## config.mk

```make
export PLATFORM = sky130hd
export DESIGN_NAME = chrom_serial_loader
export DESIGN_NICKNAME = d
export VERILOG_FILES = /design/src/rtl/genetic_pkg.sv /design/src/rtl/chrom_serial_loader.sv
export SDC_FILE = /design/constraint.sdc
export NUM_CORES = 1
export LEC_CHECK = 0
export ABC_AREA = 1
export BUFFER_PORTS_ARGS = -buffer_cell sky130_fd_sc_hd__buf_2
export CELL_PAD_IN_SITES_DETAIL_PLACEMENT = 0
export CELL_PAD_IN_SITES_GLOBAL_PLACEMENT = 1
export CORE_MARGIN = 5
export CORE_UTILIZATION = 40
export DETAILED_ROUTE_END_ITERATION = 12
export PLACE_DENSITY_LB_ADDON = 0.1
export SYNTH_ARGS = -nofsm -noshare
export SYNTH_HDL_FRONTEND = slang
export SYNTH_SLANG_ARGS = --single-unit
export TNS_END_PERCENT = 100
```

## constraint.sdc

```tcl
create_clock -name clk -period 2.5 [get_ports clk]
set_input_delay 0.125 -clock clk [delete_from_list [all_inputs] [get_ports clk]]
set_output_delay 0.125 -clock clk [all_outputs]
set_load 0.02 [all_outputs]
```

## src/rtl/genetic_pkg.sv

```systemverilog
// Shared chromosome geometry for the genetic circuit: derived widths, field offsets, loader states.
// Widths and offsets are functions of the block parameters so loader, decoder and bench agree bit-exactly.
package genetic_pkg;

    typedef enum logic [1:0] {
        IDLE   = 2'd0,
        LOAD   = 2'd1,
        DRAIN  = 2'd2,
        COMMIT = 2'd3
    } loader_state_t;

    function automatic int f_total(input int row, input int col);
        return row * col;
    endfunction

    function automatic int f_bits_mat(input int row, input int col);
        return 16 * f_total(row, col);
    endfunction

    function automatic int f_bits_mux(input int row, input int col, input int bits_sel);
        return 4 * bits_sel * f_total(row, col);
    endfunction

    function automatic int f_chrom_w(input int row, input int col, input int out,
                                     input int bits_sel, input int bits_elem);
        return f_bits_mat(row, col) + bits_elem * out + f_bits_mux(row, col, bits_sel);
    endfunction

    function automatic int f_nwords(input int chrom_w, input int w);
        return (chrom_w + w - 1) / w;
    endfunction

    // Truth table of element (i,j), 16 bits wide.
    function automatic int tt_off(input int i, input int j, input int col);
        return 16 * (col * i + j);
    endfunction

    // Output selector k, bits_elem wide.
    function automatic int outsel_off(input int k, input int bits_mat, input int bits_elem);
        return bits_mat + bits_elem * k;
    endfunction

    // Input selector b of element a, bits_sel wide.
    function automatic int insel_off(input int a, input int b, input int bits_mat,
                                     input int out, input int bits_elem, input int bits_sel);
        return bits_mat + out * bits_elem + 4 * bits_sel * a + bits_sel * b;
    endfunction

endpackage

```

## src/rtl/chrom_serial_loader.sv

```systemverilog
// Assembles a chromosome from a word stream (LSB word first) and commits it atomically.
// Commit lands 2 clocks after the final word is accepted; s_ready drops only in the COMMIT cycle.
module chrom_serial_loader
    import genetic_pkg::*;
#(
    parameter int ROW       = 2,
    parameter int COL       = 2,
    parameter int IN        = 4,
    parameter int OUT       = 2,
    parameter int BITS_SEL  = 3,
    parameter int BITS_ELEM = 3,
    parameter int W         = 16
) (
    input  logic                                               clk,
    input  logic                                               rst,
    input  logic [W-1:0]                                       s_data,
    input  logic                                               s_valid,
    output logic                                               s_ready,
    input  logic                                               s_last,
    input  logic                                               abort,
    output logic [f_chrom_w(ROW, COL, OUT, BITS_SEL, BITS_ELEM)-1:0] chrom,
    output logic                                               chrom_valid,
    output logic                                               commit,
    output logic                                               frame_err,
    output logic                                               busy
);

    localparam int CHROM_W = f_chrom_w(ROW, COL, OUT, BITS_SEL, BITS_ELEM);
    localparam int NWORDS  = f_nwords(CHROM_W, W);
    localparam int IDXW    = (NWORDS > 1) ? $clog2(NWORDS) : 1;
    localparam logic [IDXW-1:0] LAST_IDX = IDXW'(NWORDS - 1);

    // A selector must be able to address every primary input.
    if (IN > (1 << BITS_SEL)) begin : g_in_chk
        $error("BITS_SEL too narrow for IN primary inputs");
    end

    loader_state_t     state;
    loader_state_t     state_nxt;
    logic [IDXW-1:0]   idx;
    logic [IDXW-1:0]   idx_nxt;
    logic [CHROM_W-1:0] shadow;

    logic accept;
    logic at_last;
    logic wr_en;
    logic err_set;
    logic commit_set;

    assign accept  = s_valid && s_ready;
    assign at_last = (idx == LAST_IDX);

    // State register
    always_ff @(posedge clk or posedge rst) begin
        if (rst) begin
            state <= IDLE;
        end else begin
            state <= state_nxt;
        end
    end

    // Next-state logic; IDLE shares LOAD's rules since idx is always 0 there
    always_comb begin
        state_nxt = state;
        case (state)
            IDLE, LOAD: begin
                if (abort) begin
                    state_nxt = IDLE;
                end else if (accept) begin
                    if (s_last && !at_last) begin
                        state_nxt = IDLE;
                    end else if (at_last) begin
                        state_nxt = s_last ? COMMIT : DRAIN;
                    end else begin
                        state_nxt = LOAD;
                    end
                end
            end
            DRAIN: begin
                if (abort || (accept && s_last)) begin
                    state_nxt = IDLE;
                end
            end
            COMMIT:  state_nxt = IDLE;
            default: state_nxt = IDLE;
        endcase
    end

    // Output / datapath control
    always_comb begin
        s_ready    = !rst && (state != COMMIT);
        busy       = (state != IDLE);
        wr_en      = accept && !abort && ((state == IDLE) || (state == LOAD));
        err_set    = accept && !abort && s_last &&
                     ((((state == IDLE) || (state == LOAD)) && !at_last) || (state == DRAIN));
        commit_set = (state == COMMIT);
        idx_nxt    = '0;
        if (state_nxt == LOAD) begin
            idx_nxt = wr_en ? (idx + 1'b1) : idx;
        end
    end

    always_ff @(posedge clk or posedge rst) begin
        if (rst) begin
            idx         <= '0;
            chrom       <= '0;
            chrom_valid <= 1'b0;
            commit      <= 1'b0;
            frame_err   <= 1'b0;
        end else begin
            idx       <= idx_nxt;
            commit    <= commit_set;
            frame_err <= err_set;
            if (commit_set) begin
                chrom       <= shadow;
                chrom_valid <= 1'b1;
            end
        end
    end

    // Shadow is deliberately not reset; bits beyond CHROM_W in the last word are dropped.
    always_ff @(posedge clk) begin
        if (wr_en) begin
            for (int p = 0; p < CHROM_W; p++) begin
                if (idx == IDXW'(p / W)) begin
                    shadow[p] <= s_data[p % W];
                end
            end
        end
    end

endmodule
```

; Word-level counts from Yosys, hierarchy flattened
; Index checks and enable logic that the tools add are counted.
[word_totals]
register_bits = 244
elab_cells = 64
output_inout_bits = 123
in_bits = 21
[op_classes]
addsub = 1
n_mux = 9
n_reduce_logical = 27
eq_ne = 13
[ops]
columns = cell, n
row1 = AND reduction 2 bit, 8
row2 = "== test 3 bit, second input constant", 4
row3 = two-way mux 2 bit, 5
row4 = logical AND 1 bit, 9
row5 = "== test 3 x 2 -> 1 bit, second input constant", 2
row6 = two-way mux 3 bit, 2
row7 = one-hot mux 2 bit (3 select lines), 1
row8 = "== test 2 x 1 -> 1 bit, second input constant", 2
row9 = "== test 2 bit, second input constant", 2
row10 = "!= test 2 bit, second input constant", 2
row11 = "adder 3 x 1 -> 3 bit, second input constant", 1
row12 = "== test 3 x 1 -> 1 bit, second input constant", 1
row13 = logical NOT 1 bit, 3
row14 = logical NOT 3 bit, 1
row15 = logical OR 1 bit, 3
row16 = logical NOT 2 bit, 1
row17 = nonzero test 2 bit, 1
row18 = OR reduction 2 bit, 1
row19 = two-way mux 1 bit, 1

; Logic depth before layout (Yosys ltp)
; Gate-level depths: netlist of the first run.
[depth]
depth_word = 9
depth_mapped = 8

; Least setup slack after synthesis of the first run
; OpenSTA, ideal clock, no wires.
[synth_timing]
path_kind = in2reg
from = input rst
to = register shadow[0] (enable)
n_path_buf = 0
setup_slack_ns = -1.281
t_arrival_ns = 3.372
path_stages = 5
path_cell_list = inv_2 nand3_2 nor2_2 nand2_2 nor3_1
[synth_via]
elab_chain_cells = 6
[synth_lines]
columns = element, line_no
row1 = "start, declared", chrom_serial_loader.sv:15  ; input logic rst,
row2 = logical NOT 1 bit (no source line), n/a
row3 = logical AND 1 bit, chrom_serial_loader.sv:91  ; s_ready = !rst && (state != COMMIT);
row4 = logical AND 1 bit, chrom_serial_loader.sv:50  ; assign accept = s_valid && s_ready;
row5 = logical AND 1 bit (2 in series), chrom_serial_loader.sv:93  ; wr_en = accept && !abort && ((state == IDLE) || (state == LOAD));
row6 = AND reduction 2 bit (no source line), n/a
row7 = "end signal, assigned by index", chrom_serial_loader.sv:126  ; shadow[p] <= s_data[p % W];
row8 = "end, declared", chrom_serial_loader.sv:42  ; logic [CHROM_W-1:0] shadow;
; No other way between the ends.
; A chain may end at the register's enable or synchronous reset.

; Final worst setup path of the first run
[layout_timing]
from = register state[1]
to = register frame_err
[layout_via]
elab_chain_cells = 6
elab_cells_between_ends = 12
classes_between = eq/ne (3) / reduce/logical (9)
[layout_lines]
columns = element, line_no
row1 = "start, declared", chrom_serial_loader.sv:38  ; loader_state_t state;
row2 = "start signal, assigned", chrom_serial_loader.sv:58  ; state <= state_nxt;
row3 = != test 2 bit, chrom_serial_loader.sv:91
row4 = logical AND 1 bit, chrom_serial_loader.sv:91
row5 = logical AND 1 bit, chrom_serial_loader.sv:50
row6 = logical AND 1 bit (2 in series), chrom_serial_loader.sv:94  ; err_set = accept && !abort && s_last &&
row7 = logical AND 1 bit (*), chrom_serial_loader.sv:94
row8 = net err_set, chrom_serial_loader.sv:47  ; logic err_set;
row9 = "end signal, assigned", chrom_serial_loader.sv:113  ; frame_err <= err_set;
row10 = "end, declared", chrom_serial_loader.sv:24  ; output logic frame_err,
; The timed path passes the listed nets; every way through them passes the cells marked *.

==> impl_metrics.sql, run 1 <==
INSERT INTO impl_metrics (metric_group, metric, value, unit) VALUES
('finish', 'finish.net_count', '881', ''),
('logic_synthesis', 'synthDominantCellAreaShare', '0.413', ''),
('floorplanning', 'chipWidth', '157', 'um'),
('floorplanning', 'design.core.area', '21100', 'um2'),
('finish', 'number_of_antenna_cells_inserted', '0', ''),
('floorplanning', 'ios', '144', ''),
('logic_synthesis', 'synth_enable_flop_cells', '118', ''),
('logic_synthesis', 'synthMostInstantiatedCell', 'sky130_fd_sc_hd__nand2_1', ''),
('clock_network', 'clock_tree.buffer_depth', '3', ''),
('floorplanning', 'initial_core_util', '0.407', ''),
('global_route', 'gr-usage-all-layers', '0.171', ''),
('power_and_ir_drop', 'leakage', '5.12', 'nW'),
('floorplanning', 'fp.dieArea', '24500', 'um2'),
('logic_synthesis', 'synth_seq_cells', '244', ''),
('worst_setup_path', 'critical_path_arrival', '2.44', 'ns'),
('logic_synthesis', 'synth_cell_type_count', '19', ''),
('logic_synthesis', 'syn-num-nets', '714', ''),
('finish', 'synthToLayoutAreaGrowth', '21.5', '%'),
('logic_synthesis', 'synth.top_cells.by_area', 'sky130_fd_sc_hd__edfxtp_1 (41%), sky130_fd_sc_hd__dfrtp_1 (37%), sky130_fd_sc_hd__nand2_1 (16%), sky130_fd_sc_hd__buf_6 (1.2%), sky130_fd_sc_hd__ha_1 (1.0%)', ''),
('placement', 'detailedPlacementHpwl', '12.9', 'mm'),
('global_route', 'global_route.overflow_total', '0', ''),
('global_route', 'grt_first_pass_wirelength', '32.2', 'mm'),
('detailed_routing', 'detail-route-antenna-nets', '0', ''),
('logic_synthesis', 'synth_commonest_cells', 'sky130_fd_sc_hd__nand2_1 (365), sky130_fd_sc_hd__dfrtp_1 (126), sky130_fd_sc_hd__edfxtp_1 (118), sky130_fd_sc_hd__buf_2 (15), sky130_fd_sc_hd__inv_1 (15)', ''),
('detailed_routing', 'drt_iter0_markers', '334', ''),
('worst_setup_path', 'worst_setup_path_start_kind', 'flip-flop', ''),
('timing', 'finalSetupViolations', '0', ''),
('clock_network', 'cts.repair_timing.setup_buffer_count', '0', ''),
('finish', 'post-route-util', '0.494', ''),
('clock_network', 'cts_root_buffer', 'sky130_fd_sc_hd__clkbuf_16', ''),
('worst_setup_path', 'register_to_register_setup_slack', '0.51', 'ns'),
('power_and_ir_drop', 'pwr_density_cell', '780', 'nW/um2'),
('timing', 'fin_setup_tns', '0', 'ns'),
('timing', 'timing_max_transition_violations_final', '0', ''),
('global_route', 'number_of_antenna_violations_at_the_first_check_in_global_routing', '1', ''),
('logic_synthesis', 'yosys_warns', '0', ''),
('logic_synthesis', 'syn_area_per_cell', '12.5', 'um2'),
('timing', 'final_hold_violation_count', '0', ''),
('clock_network', 'clock_pin_slew_on_the_worst_setup_and_hold_paths', '0.06', 'ns'),
('detailed_routing', 'post_drt_via_cell_ratio', '4.61', ''),
('clock_network', 'h-tree-depth', '1', ''),
('logic_synthesis', 'synth_top_flop_cell', 'sky130_fd_sc_hd__dfrtp_1', ''),
('floorplanning', 'fp-row-count', '53', ''),
('global_route', 'first_global_vias', '5577', ''),
('detailed_routing', 'wl_per_cell', '17.9', 'um'),
('clock_network', 'cts_sinks', '244', ''),
('flow_run', 'max-cap-violations', '0', ''),
('clock_network', 'clock_tree_from_tritoncts', 'yes', ''),
('logic_synthesis', 'post_synth_instance_area', '8590', 'um2'),
('timing', 'final.min_clock_period', '1.99', 'ns'),
('detailed_routing', 'drt_pre_antenna_iters', '4', ''),
('logic_synthesis', 'yosysTopAreaCell', 'sky130_fd_sc_hd__edfxtp_1', ''),
('floorplanning', 'chipHeight', '157', 'um'),
('timing', 'max_slew.worst_pin.slew', '0.836', 'ns'),
('placement', 'place_area', '9590', 'um2'),
('logic_synthesis', 'synth_cells', '686', ''),
('finish', 'layout-drive-gt1-share', '0.233', ''),
('detailed_routing', 'detailroute.via_count', '5288', ''),
('logic_synthesis', 'synthArstFlopShare', '0.516', ''),
('finish', 'layout.cell_area.non_filler', '10400', 'um2'),
('timing', 'rsz_0062_raised_after_global_routing', 'false', ''),
('placement', 'place_congestion', '0.773', ''),
('worst_setup_path', 'path_class', 'flip-flop to flip-flop', ''),
('power_and_ir_drop', 'irDropWorstVdd', '0.408', 'mV'),
('status', 'status', 'finished clean', ''),
('worst_setup_path', 'endpoint_kind', 'flip-flop', ''),
('detailed_routing', 'drcViolationCount', '0', ''),
('placement', 'number_of_buffers_inserted_by_port_buffering', '143', ''),
('worst_setup_path', 'worstPathMaxFanout', '44', ''),
('worst_setup_path', 'required_time_of_the_critical_path', '2.94', 'ns'),
('logic_synthesis', 'synth_seq_area_share', '0.780', '');
==> logic make-up (layout without fill, tap and decap cells) <==
logic type | after synthesis | in the layout | synth area share
AOI/OAI and AO/OA | 1 | 1 | 0.000875
adders and majority gates | 7 | 7 | 0.0102
buffers and inverters | 43 | 228 | 0.0306
DFF | 244 | 244 | 0.780
and+or+nand+nor | 391 | 391 | 0.178
==> power by group <==
group	switching, mW	internal [mW]	total, mW
Clock	1.43	1.97	3.40
Sequential	0.0459	4.30	4.34
Combinational	0.280	0.108	0.388
==> final timing paths <==
kind / startpoint / end / cells past startpoint
worst max-delay path: state[1] / frame_err / 5
worst min-delay path: s_data[10] / shadow[26] / 1
worst max register to register: state[1] / frame_err / 5
worst min register to register: shadow[57] / chrom[57] / 2
max in group asynchronous: rst / chrom[90] / 4
min in group asynchronous: rst / chrom[8] / 3
==> metrics by stage <==
step	setup slack [ns]	cells	hold WS [ns]
2_1_floorplan	0.0769	686	0.197
3_3_place_gp	0.800	1092	0.0914
3_5_place_dp	0.707	1092	0.0934
4_1_cts	0.503	1146	0.0135
5_1_grt	0.287	1146	0.00107
6_report	0.505	1146	0.0110
==> worst max-delay path: stages, from the launching register on <==
cell and delay, ns:
sky130_fd_sc_hd__dfrtp_1 0.43, sky130_fd_sc_hd__nand2_4 0.12, sky130_fd_sc_hd__buf_4 0.40, sky130_fd_sc_hd__nand4_1 0.18, sky130_fd_sc_hd__a211oi_1 0.22, sky130_fd_sc_hd__dlygate4sd3_1 0.58
==> layout by cell type (no fill, tap or decap), drive strengths merged <==
| master | Yosys | layout |
|---|---|---|
| or2 | 1 | 1 |
| a211oi | 1 | 1 |
| nor2 | 5 | 5 |
| clkinvlp | 0 | 1 |
| ha | 7 | 7 |
| nand2 | 367 | 367 |
| nand4 | 5 | 5 |
| edfxtp | 118 | 118 |
| bufinv | 0 | 1 |
| inv | 17 | 17 |
| clkbuf | 0 | 36 |
| nand3 | 2 | 2 |
| clkinv | 0 | 7 |
| dlygate4sd3 | 0 | 9 |
| buf | 26 | 157 |
| dfrtp | 126 | 126 |
| nor3 | 11 | 11 |
==> final cells by class <==
class,count,area (um2)
well taps,275,344
multi-input cells,399,1660
fillers,1936,10700
repair buffers,166,911
flip-flops and latches,244,6700
inverters,17,71.3
clock buffers,36,677
clock inverters,9,66.3
==> layer usage <==
| layer | vias to the layer above | wire [um] | track usage |
|---|---|---|---|
| met1 | 2571 | 8910 | 0.236 |
| met3 | 25 | 1200 | 0.0304 |
| li1 | 2536 | - | - |
| met5 | - | 0 | 0 |
| met2 | 156 | 10100 | 0.288 |
| met4 | 0 | 274 | 0.0335 |
==> state kept, by name (all words and copies together), names as in the netlist <==
register	count
idx	3
chrom_valid	1
chrom	118
shadow	118
state	2
commit	1
frame_err	1
==> repair_timing <==
item | CTS | global route
hold buffers | 9 | 0
hold endpoints to repair | 48 | 0
gates resized for setup | 0 | 0
endpoints found under the setup margin | 0 | 0
Power figures use the tool's default switching activity.
==> run 2: changes to the inputs <==
Clock period 2.5 ns to 1.76 ns, I/O delays scaled along.
==> run 2 against run 1 <==
Effect of this change:
- clock power rose by 61%
- flip-flop and latch count stayed put
- register-to-register slack worse by 0.48 ns
- clock skew increased by 0.0042 ns
- die area did not move
- worst setup slack got worse by 0.48 ns
- cell area increased by 7.4%
- final cell count up 2.8%
- largest cell class unchanged
==> impl_metrics.sql, run 2 (synthesis results as in run 1) <==
INSERT INTO impl_metrics (metric_group, metric, value, unit) VALUES
('power_and_ir_drop', 'p_sw', '2.62', 'mW'),
('worst_setup_path', 'worstRegToRegCells', '8', ''),
('global_route', 'use_met3', '0.0277', ''),
('clock_network', 'h-tree-depth', '1', ''),
('global_route', 'grt_start_max_net_pins', '132', ''),
('timing', 'rsz_0062_raised_after_global_routing', 'true', ''),
('worst_setup_path', 'timing.critical_path.cells', 'nand2_4 -> buf_6 -> nand3_4 -> nor2_4 -> nand2_8 -> nor3_4 -> buf_12 -> buf_12', ''),
('timing', 'timing_max_transition_violations_final', '0', ''),
('timing', 'final.hold.worst_slack', '0.0167', 'ns'),
('finish', 'layout_commonest_cell', 'sky130_fd_sc_hd__nand2_1', ''),
('placement', 'number_of_buffers_inserted_by_port_buffering', '143', ''),
('finish', 'most-common-layout-cells', 'sky130_fd_sc_hd__nand2_1 (364), sky130_fd_sc_hd__buf_2 (142), sky130_fd_sc_hd__dfrtp_1 (126), sky130_fd_sc_hd__edfxtp_1 (118), sky130_fd_sc_hd__clkbuf_16 (27)', ''),
('timing', 'max_slew.worst_pin.slew', '0.680', 'ns'),
('power_and_ir_drop', 'power_frac_seq', '0.505', ''),
('finish', 'instances_no_fill', '1178', ''),
('global_route', 'gr-max-usage-layer', 'met2', ''),
('worst_setup_path', 'crit-reg2reg-capture', 'shadow[64]', ''),
('timing', 'finalSetupViolations', '0', ''),
('floorplanning', 'ios', '144', ''),
('floorplanning', 'fp.dieArea', '24500', 'um2'),
('finish', 'post-route-util', '0.531', ''),
('detailed_routing', 'post_drt_via_cell_ratio', '4.68', ''),
('worst_setup_path', 'register_to_register_setup_slack', '0.03', 'ns'),
('hold_path', 'hold_path_class', 'input pin to flip-flop', ''),
('power_and_ir_drop', 'power.internal', '9.61', 'mW'),
('clock_network', 'clock_pin_slew_on_the_worst_setup_and_hold_paths', '0.06', 'ns'),
('worst_setup_path', 'required_time_of_the_critical_path', '1.99', 'ns'),
('power_and_ir_drop', 'irDropWorstVdd', '0.756', 'mV'),
('clock_network', 'tritoncts.num_buffers', '26', ''),
('power_and_ir_drop', 'clock_power_share', '0.446', ''),
('worst_setup_path', 'cp_top_family', 'simple AND/OR/NAND/NOR gates', ''),
('global_route', 'first_global_vias', '5638', ''),
('global_route', 'grt_util_met2', '0.283', ''),
('detailed_routing', 'wl_per_cell', '18.7', 'um'),
('finish', 'number_of_antenna_cells_inserted', '0', ''),
('worst_setup_path', 'worstPathMaxFanout', '8', ''),
('hold_path', 'whs_endpoint', 'idx[0]', ''),
('clock_network', 'worstSkewPairLatency', '0.52', 'ns'),
('power_and_ir_drop', 'total_power', '12.2', 'mW'),
('finish', 'synthToLayoutAreaGrowth', '30.5', '%'),
('status', 'status', 'finished clean', ''),
('placement', 'place_congestion', '0.742', ''),
('worst_setup_path', 'worst_r2r_startpoint', 'state[0]', ''),
('worst_setup_path', 'cp.buffers_inverters', '3', ''),
('power_and_ir_drop', 'leakage', '5.49', 'nW'),
('finish', 'layout-drive-gt1-share', '0.256', ''),
('detailed_routing', 'drcViolationCount', '0', ''),
('floorplanning', 'chipHeight', '157', 'um'),
('timing', 'max_freq', '576', 'MHz'),
('detailed_routing', 'drt_pre_antenna_iters', '4', ''),
('power_and_ir_drop', 'switching_share', '0.214', ''),
('placement', 'placed_cells_incl_taps', '1093', ''),
('timing', 'final_hold_violation_count', '0', ''),
('worst_setup_path', 'path_class', 'flip-flop to flip-flop', ''),
('detailed_routing', 'detailroute.via_count', '5510', ''),
('timing', 'setup_ws', '0.0254', 'ns'),
('power_and_ir_drop', 'pwr_density_cell', '1090', 'nW/um2'),
('worst_setup_path', 'worst_setup_path_start_kind', 'flip-flop', ''),
('floorplanning', 'design.core.area', '21100', 'um2'),
('global_route', 'grt.met1_usage', '0.263', ''),
('hold_path', 'hold_path_depth', '4', ''),
('floorplanning', 'initial_core_util', '0.407', ''),
('power_and_ir_drop', 'power.combinational.fraction', '0.049', ''),
('finish', 'finish.net_count', '911', ''),
('worst_setup_path', 'worst_path_largest_cell_delay', '0.42', 'ns'),
('floorplanning', 'fp-row-count', '53', ''),
('global_route', 'gr-usage-all-layers', '0.181', ''),
('worst_setup_path', 'critical_path_arrival', '1.96', 'ns'),
('worst_setup_path', 'critPathMostFrequentCell', 'sky130_fd_sc_hd__buf_12', ''),
('global_route', 'global_route.overflow_total', '0', ''),
('hold_path', 'source_of_the_worst_hold_timing_path', 's_valid', ''),
('finish', 'layout.cell_area.non_filler', '11200', 'um2'),
('timing', 'fin_setup_tns', '0', 'ns'),
('timing', 'timing.slew.headroom', '0.547', ''),
('global_route', 'grt_first_pass_wirelength', '33.4', 'mm'),
('detailed_routing', 'detail-route-antenna-nets', '0', ''),
('clock_network', 'cts_root_buffer', 'sky130_fd_sc_hd__clkbuf_16', ''),
('worst_setup_path', 'crit_path_top_delay_cell', 'sky130_fd_sc_hd__dfrtp_1', ''),
('timing', 'fin_crit_sh', '0.986', ''),
('floorplanning', 'chipWidth', '157', 'um'),
('placement', 'place_area', '9810', 'um2'),
('finish', 'reg_top3', 'chrom (118), shadow (118), idx (3)', ''),
('timing', 'final.min_clock_period', '1.73', 'ns'),
('global_route', 'number_of_antenna_violations_at_the_first_check_in_global_routing', '0', ''),
('flow_run', 'max-cap-violations', '0', ''),
('clock_network', 'clock_tree_from_tritoncts', 'yes', ''),
('clock_network', 'cts_sinks', '244', ''),
('worst_setup_path', 'endpoint_kind', 'flip-flop', ''),
('placement', 'dp_worst_setup_slack', '0.0943', 'ns'),
('timing', 'fin_worst_skew', '0.0148', 'ns'),
('detailed_routing', 'drt_iter0_markers', '257', ''),
('clock_network', 'clock_tree.buffer_depth', '3', ''),
('detailed_routing', 'wirelength', '22.0', 'mm'),
('placement', 'detailedPlacementHpwl', '12.7', 'mm');
==> run 2: changes by cell type in the layout (fill, tap and decap cells not counted), moves of 3 or more <==
cell	before	now
sky130_fd_sc_hd__dlygate4sd3_1	9	22
sky130_fd_sc_hd__buf_12	0	8
sky130_fd_sc_hd__clkbuf_1	10	4
sky130_fd_sc_hd__nor3_2	9	3
sky130_fd_sc_hd__nor3_4	0	6
sky130_fd_sc_hd__bufbuf_16	0	5
sky130_fd_sc_hd__buf_16	0	4
sky130_fd_sc_hd__clkinv_2	2	5
==> run 2: metal layers <==
metal  routed length (um)  up-vias
li1                     -     2612
met1                10200     2711
met2                10200      156
met3                 1080       31
met4                  558        0
met5                    0        -
==> run 2: power by group through the flow <==
stage          registers (mW)  logic, mW  clock network (mW)
2_1_floorplan            6.40      0.160                   0
5_1_grt                  6.18      0.657                5.81
4_1_cts                  6.17      0.610                5.57
3_3_place_gp             6.28      0.563                   0
6_report                 6.17      0.599                5.46
3_5_place_dp             6.28      0.569                   0
==> run 2: worst register-to-register path: cells and delay by family, from the launching register on <==
kind,cells,cell delay (ns)
and+or+nand+nor,5,0.66
DFF,1,0.42
buffers and inverters,3,0.37
==> run 2: repair_timing <==
| item | CTS | global route |
|---|---|---|
| resized for setup | 5 | 3 |
| gates cloned | 6 | 0 |
| setup buffers | 5 | 4 |
| pin swaps | 3 | 4 |
| hold endpoints to repair | 249 | 0 |
| hold buffers | 22 | 0 |
| endpoints found under the setup margin | 1 | 38 |
==> run 2: how the worst max path moves through the flow <==
stage / from / end / slack [ns] / depth (start not counted)
2_1_floorplan: state[1] / shadow[100] / -0.04 / 5
3_3_place_gp: idx[0] / idx[0] / 0.13 / 8
3_5_place_dp: idx[0] / idx[1] / 0.09 / 8
4_1_cts: state[0] / shadow[77] / -0.02 / 8
5_1_grt: state[0] / shadow[70] / -0.03 / 8
6_report: state[0] / shadow[64] / 0.03 / 8
==> run 2: cell type report <==
| type | instances | area, um2 |
|---|---|---|
| fill | 1875 | 9890 |
| multi-input combinational | 399 | 1740 |
| timing repair buffer | 195 | 1470 |
| sequential | 244 | 6700 |
| inverter | 17 | 82.6 |
| tap | 275 | 344 |
| clock inverter | 15 | 150 |
| clock buffer | 33 | 718 |
==> run 3: changes to the inputs <==
Settings changed: CORE_MARGIN 5 to default, PLACE_DENSITY from default to 0.87, PLACE_DENSITY_LB_ADDON 0.1 to default.
==> run 3 against run 2 <==
Effect of this change:
- the flow now finishes with violations (negative hold slack, negative setup slack)
- first-iteration DRC count rose by 1.6%
- critical path depth decreased by 1
- total power fell by 0.23%
- non-clock buffer count rose by 3
- fmax shrank 2.1%
- combinational power barely moved
- critical path type unchanged
- critical endpoint is now shadow[94]
- largest power group unchanged
==> impl_metrics.sql, run 3 (synthesis results as in run 1) <==
INSERT INTO impl_metrics (metric_group, metric, value, unit) VALUES
('power_and_ir_drop', 'leakage', '5.48', 'nW'),
('global_route', 'grt_first_pass_wirelength', '31.5', 'mm'),
('placement', 'number_of_buffers_inserted_by_port_buffering', '143', ''),
('detailed_routing', 'wl_per_cell', '17.9', 'um'),
('finish', 'finish.net_count', '913', ''),
('finish', 'layout.cell_area.non_filler', '11200', 'um2'),
('finish', 'layout_commonest_cell', 'sky130_fd_sc_hd__nand2_1', ''),
('flow_run', 'max-cap-violations', '0', ''),
('floorplanning', 'chipWidth', '149', 'um'),
('timing', 'final.min_clock_period', '1.77', 'ns'),
('placement', 'place_congestion', '0.732', ''),
('detailed_routing', 'wirelength', '21.1', 'mm'),
('clock_network', 'worstSkewPairLatency', '0.52', 'ns'),
('placement', 'detailedPlacementHpwl', '11.5', 'mm'),
('worst_setup_path', 'critical_path_arrival', '2.02', 'ns'),
('timing', 'final.hold.worst_slack', '-0.140', 'ns'),
('clock_network', 'h-tree-depth', '1', ''),
('timing', 'rsz_0062_raised_after_global_routing', 'true', ''),
('placement', 'placed_cells_incl_taps', '1092', ''),
('worst_setup_path', 'path_class', 'flip-flop to flip-flop', ''),
('power_and_ir_drop', 'pwr_density_cell', '1090', 'nW/um2'),
('clock_network', 'clock_pin_slew_on_the_worst_setup_and_hold_paths', '0.06', 'ns'),
('finish', 'post-route-util', '0.532', ''),
('clock_network', 'cts_root_buffer', 'sky130_fd_sc_hd__clkbuf_16', ''),
('status', 'violated_checks', 'negative hold slack, negative setup slack', ''),
('finish', 'layout-drive-gt1-share', '0.262', ''),
('worst_setup_path', 'worstRegToRegCells', '7', ''),
('finish', 'synthToLayoutAreaGrowth', '30.2', '%'),
('timing', 'final_hold_violation_count', '126', ''),
('timing', 'timing_max_transition_violations_final', '0', ''),
('worst_setup_path', 'required_time_of_the_critical_path', '2.00', 'ns'),
('placement', 'place_area', '9810', 'um2'),
('detailed_routing', 'post_drt_via_cell_ratio', '4.63', ''),
('timing', 'fin_worst_skew', '0.0179', 'ns'),
('worst_setup_path', 'worstPathMaxFanout', '7', ''),
('floorplanning', 'fp-row-count', '53', ''),
('power_and_ir_drop', 'irDropWorstVdd', '0.659', 'mV'),
('finish', 'fillCellCount', '1827', ''),
('clock_network', 'tritoncts.num_buffers', '25', ''),
('detailed_routing', 'detailroute.via_count', '5464', ''),
('floorplanning', 'fp.dieArea', '22100', 'um2'),
('timing', 'fin_crit_sh', '1.01', ''),
('clock_network', 'clock_tree_from_tritoncts', 'yes', ''),
('detailed_routing', 'drt_pre_antenna_iters', '4', ''),
('global_route', 'global_route.overflow_total', '0', ''),
('global_route', 'number_of_antenna_violations_at_the_first_check_in_global_routing', '1', ''),
('floorplanning', 'initial_core_util', '0.408', ''),
('finish', 'reg_top3', 'chrom (118), shadow (118), idx (3)', ''),
('global_route', 'grt_start_max_net_pins', '132', ''),
('timing', 'fin_setup_tns', '-0.0850', 'ns'),
('finish', 'most-common-layout-cells', 'sky130_fd_sc_hd__nand2_1 (365), sky130_fd_sc_hd__buf_2 (142), sky130_fd_sc_hd__dfrtp_1 (126), sky130_fd_sc_hd__edfxtp_1 (118), sky130_fd_sc_hd__clkbuf_16 (26)', ''),
('status', 'status', 'finished with violations', ''),
('timing', 'setup_ws', '-0.0125', 'ns'),
('timing', 'max_slew.worst_pin.slew', '0.701', 'ns'),
('clock_network', 'cts_sinks', '244', ''),
('detailed_routing', 'drt_iter0_markers', '261', ''),
('finish', 'number_of_antenna_cells_inserted', '0', ''),
('hold_path', 'hold_path_class', 'input pin to async pin', ''),
('power_and_ir_drop', 'total_power', '12.2', 'mW'),
('detailed_routing', 'drcViolationCount', '0', ''),
('global_route', 'gr-usage-all-layers', '0.195', ''),
('clock_network', 'clock_tree.buffer_depth', '3', ''),
('worst_setup_path', 'endpoint_kind', 'flip-flop', ''),
('timing', 'finalSetupViolations', '7', ''),
('finish', 'instances_no_fill', '1179', ''),
('worst_setup_path', 'worst_r2r_startpoint', 'state[1]', ''),
('floorplanning', 'ios', '144', ''),
('clock_network', 'cts_hold_buffers', '18', ''),
('timing', 'timing.slew.headroom', '0.533', ''),
('global_route', 'first_global_vias', '5303', ''),
('worst_setup_path', 'crit_path_start', 'state[1]', ''),
('placement', 'dp_worst_setup_slack', '0.105', 'ns'),
('timing', 'max_freq', '564', 'MHz'),
('worst_setup_path', 'worst_setup_path_start_kind', 'flip-flop', ''),
('floorplanning', 'chipHeight', '149', 'um'),
('detailed_routing', 'detail-route-antenna-nets', '0', ''),
('floorplanning', 'design.core.area', '21000', 'um2');
-- run 3: cell count changes in the layout (fill, tap and decap cells not counted), sizes merged --
cell | previous run | this run
bufinv | 3 | 4
buf | 168 | 174
inv | 17 | 19
clkinv | 11 | 6
clkbuf | 33 | 34
dlygate4sd3 | 22 | 18
-- run 3: final cells by class --
type | instances | area (um2) | share of cell area
clock buffer | 33 | 676 | 0.0604
sequential | 244 | 6700 | 0.599
tap | 275 | 344 | 0.0308
inverter | 17 | 85.1 | 0.00761
clock inverter | 13 | 173 | 0.0154
multi-input combinational | 399 | 1740 | 0.155
timing repair buffer | 198 | 1470 | 0.131
-- run 3: layer usage --
metal | vias up | wire, um | GRT usage
li1 | 2611 | - | -
met1 | 2638 | 9270 | 0.281
met2 | 183 | 9840 | 0.307
met3 | 32 | 1530 | 0.0310
met4 | 0 | 467 | 0.0505
met5 | - | 0 | 0
-- run 3: final timing paths --
path / end / slack, ns
setup / recovery: shadow[94] / -0.01
hold / removal: chrom[87] / -0.14
setup reg to reg: shadow[94] / -0.01
hold reg to reg: chrom[30] / 0.43
max in group asynchronous: chrom[45] / 1.40
min in group clk: idx[1] / 0.01
-- run 3: what timing repair did --
| action | 4_1_cts | 5_1_grt |
|---|---|---|
| cloned | 5 | 1 |
| setup buffers | 4 | 13 |
| pin swaps | 1 | 3 |
| endpoints found under the hold margin | 245 | 126 |
| resized for setup | 2 | 4 |
| endpoints found under the setup margin | 1 | 69 |
-- run 3: where the power goes --
group / total, mW / switching, mW / internal, mW
logic: 0.596 / 0.412 / 0.185
clock network: 5.44 / 2.14 / 3.29
registers: 6.17 / 0.0622 / 6.10
-- run 3: worst max-delay path, stage by stage (launching register included) --
cell and delay [ns]:
sky130_fd_sc_hd__dfrtp_1 0.40, sky130_fd_sc_hd__nand2_4 0.11, sky130_fd_sc_hd__buf_6 0.10, sky130_fd_sc_hd__nand3_4 0.07
sky130_fd_sc_hd__nor2_4 0.15, sky130_fd_sc_hd__nand2_8 0.09, sky130_fd_sc_hd__nor3_4 0.35, sky130_fd_sc_hd__clkbuf_16 0.23
